===== src/rtl/bus_arbiter_if.sv =====
// Bundle of the two master request/response channels and the shared slave
// channel of bus_arbiter. The "master" modport is the arbiter's own view (it
// masters the shared memory bus); the "slave" modport is the view of
// everything around it (the two requesting masters and the memory slave).
interface bus_arbiter_if;
  // Instruction-fetch master
  logic        m0_req_i;
  logic        m0_we_i;
  logic [31:0] m0_addr_i;
  logic [31:0] m0_wdata_i;
  logic [31:0] m0_rdata_o;
  logic        m0_ack_o;

  // Load/store master
  logic        m1_req_i;
  logic        m1_we_i;
  logic [31:0] m1_addr_i;
  logic [31:0] m1_wdata_i;
  logic [31:0] m1_rdata_o;
  logic        m1_ack_o;

  // Shared memory slave
  logic        s_req_o;
  logic        s_we_o;
  logic [31:0] s_addr_o;
  logic [31:0] s_wdata_o;
  logic [31:0] s_rdata_i;
  logic        s_ack_i;

  modport master (
    input  m0_req_i, m0_we_i, m0_addr_i, m0_wdata_i,
    output m0_rdata_o, m0_ack_o,
    input  m1_req_i, m1_we_i, m1_addr_i, m1_wdata_i,
    output m1_rdata_o, m1_ack_o,
    output s_req_o, s_we_o, s_addr_o, s_wdata_o,
    input  s_rdata_i, s_ack_i
  );

  modport slave (
    output m0_req_i, m0_we_i, m0_addr_i, m0_wdata_i,
    input  m0_rdata_o, m0_ack_o,
    output m1_req_i, m1_we_i, m1_addr_i, m1_wdata_i,
    input  m1_rdata_o, m1_ack_o,
    input  s_req_o, s_we_o, s_addr_o, s_wdata_o,
    output s_rdata_i, s_ack_i
  );
endinterface


===== src/rtl/bus_arbiter.sv =====
// bus_arbiter: two-master round-robin arbiter in front of one memory slave.
// m0 = instruction fetch, m1 = load/store. One transaction at a time, with an
// IDLE arbitration cycle between grants. The slave channel is combinationally
// steered from the granted master.
//
// Optional feature: define BUS_ARBITER_TIMEOUT_EN to enable the slave-wait
// watchdog. After TIMEOUT_CYCLES un-acked grant cycles the granted master gets
// a forced ack carrying 32'hDEAD_BEEF and err_o pulses for that cycle. Without
// the macro the arbiter waits forever for s_ack_i and err_o is tied to 0.
module bus_arbiter #(
  parameter int unsigned TIMEOUT_CYCLES = 16
) (
  input  logic          clk,
  input  logic          rst_n,
  bus_arbiter_if.master bus,
  output logic          hold_flag_o,
  output logic          err_o
);

  typedef enum logic [1:0] {
    IDLE   = 2'd0,
    GRANT0 = 2'd1,
    GRANT1 = 2'd2
  } state_t;

  state_t state_reg;
  logic   last_grant_reg;   // index of the master granted most recently

  // Per-master views so both channels share one description
  logic [1:0]  req_vec;
  logic [1:0]  we_vec;
  logic [31:0] addr_vec  [2];
  logic [31:0] wdata_vec [2];
  logic [1:0]  grant_vec;
  logic [1:0]  ack_vec;
  logic [31:0] rdata_vec [2];

  logic granted_idx;        // which master the current GRANT state belongs to
  logic active;             // granted master is still requesting
  logic timeout_hit;        // watchdog expiry in this cycle

  assign req_vec      = {bus.m1_req_i, bus.m0_req_i};
  assign we_vec       = {bus.m1_we_i,  bus.m0_we_i};
  assign addr_vec[0]  = bus.m0_addr_i;
  assign addr_vec[1]  = bus.m1_addr_i;
  assign wdata_vec[0] = bus.m0_wdata_i;
  assign wdata_vec[1] = bus.m1_wdata_i;

  assign granted_idx = (state_reg == GRANT1);
  // A master dropping its request mid-grant immediately releases the slave.
  assign active      = (state_reg != IDLE) && req_vec[granted_idx];

  // Slave request is a pure decode of the state; all zero in IDLE or on abort
  assign bus.s_req_o   = active;
  assign bus.s_we_o    = active & we_vec[granted_idx];
  assign bus.s_addr_o  = active ? addr_vec[granted_idx]  : '0;
  assign bus.s_wdata_o = active ? wdata_vec[granted_idx] : '0;

  // Response steering: only the granted, still-requesting master sees an ack.
  for (genvar gi = 0; gi < 2; gi++) begin : g_master
    localparam state_t GRANT_STATE = (gi == 0) ? GRANT0 : GRANT1;
    assign grant_vec[gi] = (state_reg == GRANT_STATE);
    assign ack_vec[gi]   = grant_vec[gi] & req_vec[gi] & (bus.s_ack_i | timeout_hit);
    assign rdata_vec[gi] = grant_vec[gi] ? (timeout_hit ? 32'hDEAD_BEEF : bus.s_rdata_i) : '0;
  end

  assign bus.m0_ack_o   = ack_vec[0];
  assign bus.m1_ack_o   = ack_vec[1];
  assign bus.m0_rdata_o = rdata_vec[0];
  assign bus.m1_rdata_o = rdata_vec[1];

  // Stall the pipeline while any master has an outstanding, un-acked request
  assign hold_flag_o = (bus.m0_req_i & ~bus.m0_ack_o) | (bus.m1_req_i & ~bus.m1_ack_o);

  // A zero timeout would leave no cycle for the slave to answer
  if (TIMEOUT_CYCLES < 1) begin : g_bad_timeout
    $error("bus_arbiter: TIMEOUT_CYCLES must be at least 1");
  end

`ifdef BUS_ARBITER_TIMEOUT_EN
  localparam int unsigned CNT_W = $clog2(TIMEOUT_CYCLES + 1);
  logic [CNT_W-1:0] tmo_cnt_reg;

  // A real ack in the expiry cycle wins over the forced one
  assign timeout_hit = active & ~bus.s_ack_i & (tmo_cnt_reg == CNT_W'(TIMEOUT_CYCLES));
  assign err_o       = timeout_hit;

  // Count consecutive grant cycles without an ack; clear on ack, expiry or exit
  always_ff @(posedge clk or negedge rst_n) begin
    if (!rst_n) begin
      tmo_cnt_reg <= '0;
    end else if (active && !bus.s_ack_i && !timeout_hit) begin
      tmo_cnt_reg <= tmo_cnt_reg + 1'b1;
    end else begin
      tmo_cnt_reg <= '0;
    end
  end
`else
  assign timeout_hit = 1'b0;
  assign err_o       = 1'b0;
`endif

  // Arbitration FSM: round-robin on ties, back to IDLE after every transaction
  always_ff @(posedge clk or negedge rst_n) begin
    if (!rst_n) begin
      state_reg      <= IDLE;
      last_grant_reg <= 1'b1;   // m0 wins the first tie after reset
    end else begin
      case (state_reg)
        IDLE: begin
          if (req_vec[0] && (!req_vec[1] || last_grant_reg)) begin
            state_reg      <= GRANT0;
            last_grant_reg <= 1'b0;
          end else if (req_vec[1]) begin
            state_reg      <= GRANT1;
            last_grant_reg <= 1'b1;
          end
        end
        GRANT0, GRANT1: begin
          if (!active || bus.s_ack_i || timeout_hit) begin
            state_reg <= IDLE;
          end
        end
        default: state_reg <= IDLE;
      endcase
    end
  end

endmodule


===== src/flat_wrapper.sv =====
// flat-port wrapper written by rule: the top's interface ports become plain ports
module bus_arbiter_flat 
#(
  parameter int unsigned TIMEOUT_CYCLES = 16
)
  (clk, rst_n, hold_flag_o, err_o, bus_m0_req_i, bus_m0_we_i, bus_m0_addr_i, bus_m0_wdata_i, bus_m0_rdata_o, bus_m0_ack_o, bus_m1_req_i, bus_m1_we_i, bus_m1_addr_i, bus_m1_wdata_i, bus_m1_rdata_o, bus_m1_ack_o, bus_s_req_o, bus_s_we_o, bus_s_addr_o, bus_s_wdata_o, bus_s_rdata_i, bus_s_ack_i);
  bus_arbiter_if bus_i ();
  input  logic clk;
  input  logic rst_n;
  output logic hold_flag_o;
  output logic err_o;
  input wire logic [$bits(bus_i.m0_req_i)-1:0] bus_m0_req_i;
  input wire logic [$bits(bus_i.m0_we_i)-1:0] bus_m0_we_i;
  input wire logic [$bits(bus_i.m0_addr_i)-1:0] bus_m0_addr_i;
  input wire logic [$bits(bus_i.m0_wdata_i)-1:0] bus_m0_wdata_i;
  output wire logic [$bits(bus_i.m0_rdata_o)-1:0] bus_m0_rdata_o;
  output wire logic [$bits(bus_i.m0_ack_o)-1:0] bus_m0_ack_o;
  input wire logic [$bits(bus_i.m1_req_i)-1:0] bus_m1_req_i;
  input wire logic [$bits(bus_i.m1_we_i)-1:0] bus_m1_we_i;
  input wire logic [$bits(bus_i.m1_addr_i)-1:0] bus_m1_addr_i;
  input wire logic [$bits(bus_i.m1_wdata_i)-1:0] bus_m1_wdata_i;
  output wire logic [$bits(bus_i.m1_rdata_o)-1:0] bus_m1_rdata_o;
  output wire logic [$bits(bus_i.m1_ack_o)-1:0] bus_m1_ack_o;
  output wire logic [$bits(bus_i.s_req_o)-1:0] bus_s_req_o;
  output wire logic [$bits(bus_i.s_we_o)-1:0] bus_s_we_o;
  output wire logic [$bits(bus_i.s_addr_o)-1:0] bus_s_addr_o;
  output wire logic [$bits(bus_i.s_wdata_o)-1:0] bus_s_wdata_o;
  input wire logic [$bits(bus_i.s_rdata_i)-1:0] bus_s_rdata_i;
  input wire logic [$bits(bus_i.s_ack_i)-1:0] bus_s_ack_i;
  assign bus_i.m0_req_i = bus_m0_req_i;
  assign bus_i.m0_we_i = bus_m0_we_i;
  assign bus_i.m0_addr_i = bus_m0_addr_i;
  assign bus_i.m0_wdata_i = bus_m0_wdata_i;
  assign bus_m0_rdata_o = bus_i.m0_rdata_o;
  assign bus_m0_ack_o = bus_i.m0_ack_o;
  assign bus_i.m1_req_i = bus_m1_req_i;
  assign bus_i.m1_we_i = bus_m1_we_i;
  assign bus_i.m1_addr_i = bus_m1_addr_i;
  assign bus_i.m1_wdata_i = bus_m1_wdata_i;
  assign bus_m1_rdata_o = bus_i.m1_rdata_o;
  assign bus_m1_ack_o = bus_i.m1_ack_o;
  assign bus_s_req_o = bus_i.s_req_o;
  assign bus_s_we_o = bus_i.s_we_o;
  assign bus_s_addr_o = bus_i.s_addr_o;
  assign bus_s_wdata_o = bus_i.s_wdata_o;
  assign bus_i.s_rdata_i = bus_s_rdata_i;
  assign bus_i.s_ack_i = bus_s_ack_i;
  bus_arbiter #(.TIMEOUT_CYCLES(TIMEOUT_CYCLES)) u_core (.clk(clk), .rst_n(rst_n), .bus(bus_i), .hold_flag_o(hold_flag_o), .err_o(err_o));
endmodule

===== config.mk =====
export PLATFORM = sky130hd
export DESIGN_NAME = bus_arbiter_flat
export DESIGN_NICKNAME = d
export VERILOG_FILES = /design/src/rtl/bus_arbiter_if.sv /design/src/rtl/bus_arbiter.sv /design/src/flat_wrapper.sv
export SDC_FILE = /design/constraint.sdc
export NUM_CORES = 1
export LEC_CHECK = 0
export BUFFER_PORTS_ARGS = -buffer_cell sky130_fd_sc_hd__buf_2
export CORE_AREA = 2 2 116 118
export CTS_CLUSTER_SIZE = 12
export DETAILED_ROUTE_END_ITERATION = 10
export DIE_AREA = 0 0 118 120
export SLEW_MARGIN = 10
export SYNTH_ARGS = -nofsm -noshare
export SYNTH_HDL_FRONTEND = slang
export SYNTH_SLANG_ARGS = --single-unit

===== constraint.sdc =====
create_clock -name clk -period 2.4 [get_ports clk]
set_clock_uncertainty 0.15 [all_clocks]
set_input_delay 0.24 -clock clk [delete_from_list [all_inputs] [get_ports clk]]
set_output_delay 0.24 -clock clk [all_outputs]
set_load 0.02 [all_outputs]

==> metrics <==
fmax around 440 MHz; DP HPWL between 6000 and 7000 um; root buffer cell clkbuf_16; first-pass GRT wire length 11430 um; Final period util around 95%; most frequent cells in the layout buf_2 (298), mux2i_1 (66), nor2_1 (66); die area approximately 14000 sq um; number of cells on the worst hold path 2; Die H 120 um; maximum vdd drop 0.4412 mV; reg-to-reg slack, setup roughly 0.46 ns; CP startpoint kind flop; clock transition at the registers of the reported paths 0.03 ns; Power Dens Cells 1025 nW/um^2; CTS Buf Count 3; Initial Util between 10% and 20%; Bufs on Longest Clock Path 2; area of the multi-input gates roughly 1500 sq um; PortBufs around 300; largest net degree at the start of global routing 67; FF/Latch Area 76.32 sq um; GRT overflow 0; R2R depth 7; DR vias/cell around 3.8; core area roughly 13000 sq um; Crit. End Element output port; CP Max Fanout 66; static leakage 2.091 nW; Yosys reg bits 3; Unique masters post-synth 23; Core Rows 42; synth top area cells mux2i_1 (39%), and2_1 (24%), nor2_1 (15%); synthesized area roughly 1700 sq um; antenna violations before repair 0; mean post-synth cell area a little under 7 sq um; Hold Path Class in2reg; Cells after Synth 243; Total Neg Setup Slack 0 ns; Detailed Routing Iterations Pass 1 4; TritonCTS Sinks 3; Final Util approximately 27%; sequential share of the synthesized area under 10%; Worst-Skew Late Latency 0.23 ns; syn nets 414; RSZ-0062 raised after global routing no; post-route ant nets 0; DRC Markers 0; status finished, final reports clean; area grow syn2layout 107.3%; max reg flops 2; final setup vio count 0; gpl congestion between 0.8 and 0.9; fraction of layout cells with a size suffix above 1 roughly three fifths; ant diodes 0; most common cell after layout, fill and taps aside buf_2; total track usage 9.590%; I/O pins approximately 300; worst setup path category reg2out; die width around 120 um; CTS tree done; Max Transition Viols Final 0; # fillers roughly 1400; hold_ws ~0.11 ns; cell taking the most area after synthesis mux2i_1; Final Power 3.576 mW; Starting DRT DRC Count 66; routed wire length per instance ~11 um; maxcap violations 0; minimum clock period 2.271 ns; Nets between 700 and 800; Final Hold Fails 0; number of global-route vias before repair around 2400; top-area cell type share of the netlist area around 39%; critical path required time 2.01 ns; vias roughly 2700; Warnings, synthesis 0; Setup Fix Bufs, Post-CTS 0; H-Tree Depth 1; CP arrival between 1.5 and 2 ns; drt total wl between 8000 and 9000 um
cells in the mapped netlist (all sizes together):
cell and number:
or2 1, a32o 2, mux2i 66, clkbuf 7, nor2 66, nor2b 1
nand2b 1, inv 3, a21oi 1, conb 1, and2 64, o21ai 1
dfstp 1, o2bb2ai 1, dfrtp 2, a31oi 1, and3 2, buf 15
nand2 2, ha 4, a22o 1
layer usage:
metal | global-route usage [%] | routed length (um) | up-vias
li1 | - | - | 1376
met1 | 11.12 | 3186 | 1147
met2 | 18.10 | 4018 | 148
met3 | 2.234 | 773 | 5
met4 | 1.581 | 39 | 0
met5 | 0 | 0 | -
final timing paths:
| kind | start | endpoint |
|---|---|---|
| max in group asynchronous | rst_n | u_core.last_grant_reg$_DFFE_PN1P_ |
| worst min-delay path | bus_m0_req_i | u_core.last_grant_reg$_DFFE_PN1P_ |
| worst max register to register | u_core.state_reg[0]$_DFFE_PN0P_ | u_core.state_reg[0]$_DFFE_PN0P_ |
| worst max-delay path | u_core.state_reg[1]$_DFFE_PN0P_ | bus_s_addr_o[30] |
| min in group asynchronous | rst_n | u_core.state_reg[1]$_DFFE_PN0P_ |
| worst min register to register | u_core.last_grant_reg$_DFFE_PN1P_ | u_core.last_grant_reg$_DFFE_PN1P_ |
logic make-up (layout without fill, tap and decap cells):
group	Yosys count	in the layout	share of synthesized area, %
multiplexers	66	66	39.26
flip-flops	3	3	4.536
adder cells (fa/ha/maj)	4	4	2.974
AND/OR/NAND/NOR	137	137	40.82
AO/OA/AOI/OAI	7	7	3.197
other	1	1	0.2228
buffers and inverters	25	317	8.996
critical path: stages (launching register included):
cell     delay [ns]
dfrtp_1        0.44
inv_1          0.09
ha_1           0.24
or2_2          0.34
buf_12         0.20
nor2_1         0.16
buf_2          0.18
what timing repair did:
| action | CTS | global route |
|---|---|---|
| gates resized for setup | 0 | 3 |
| endpoints found under the hold margin | 3 | 0 |
| endpoints found under the setup margin | 0 | 12 |
| hold buffers | 1 | 0 |
power by group:
group | switching, mW | internal (mW)
combinational | 1.93 | 1.27
sequential | 0.0295 | 0.0823
clock | 0.0483 | 0.219
total | 2.01 | 1.57
metrics by stage:
stage               cell area, sq um  setup WS (ns)  cells
finish                          3488         0.1286    711
floorplan                       1683         0.3476    243
detailed placement              3364         0.3182    705
global placement                3364         0.3493    705
global route                    3488        0.02288    711
CTS                             3453        0.07248    710
cell type report:
class / count / area share (%)
Inverter: 3 / 0.3228
Multi-Input combinational cell: 215 / 42.07
Sequential cell: 3 / 2.188
Clock buffer: 4 / 2.260
Timing Repair Buffer: 310 / 46.84
Tap cell: 176 / 6.313
(Power assumes the default switching activity.)
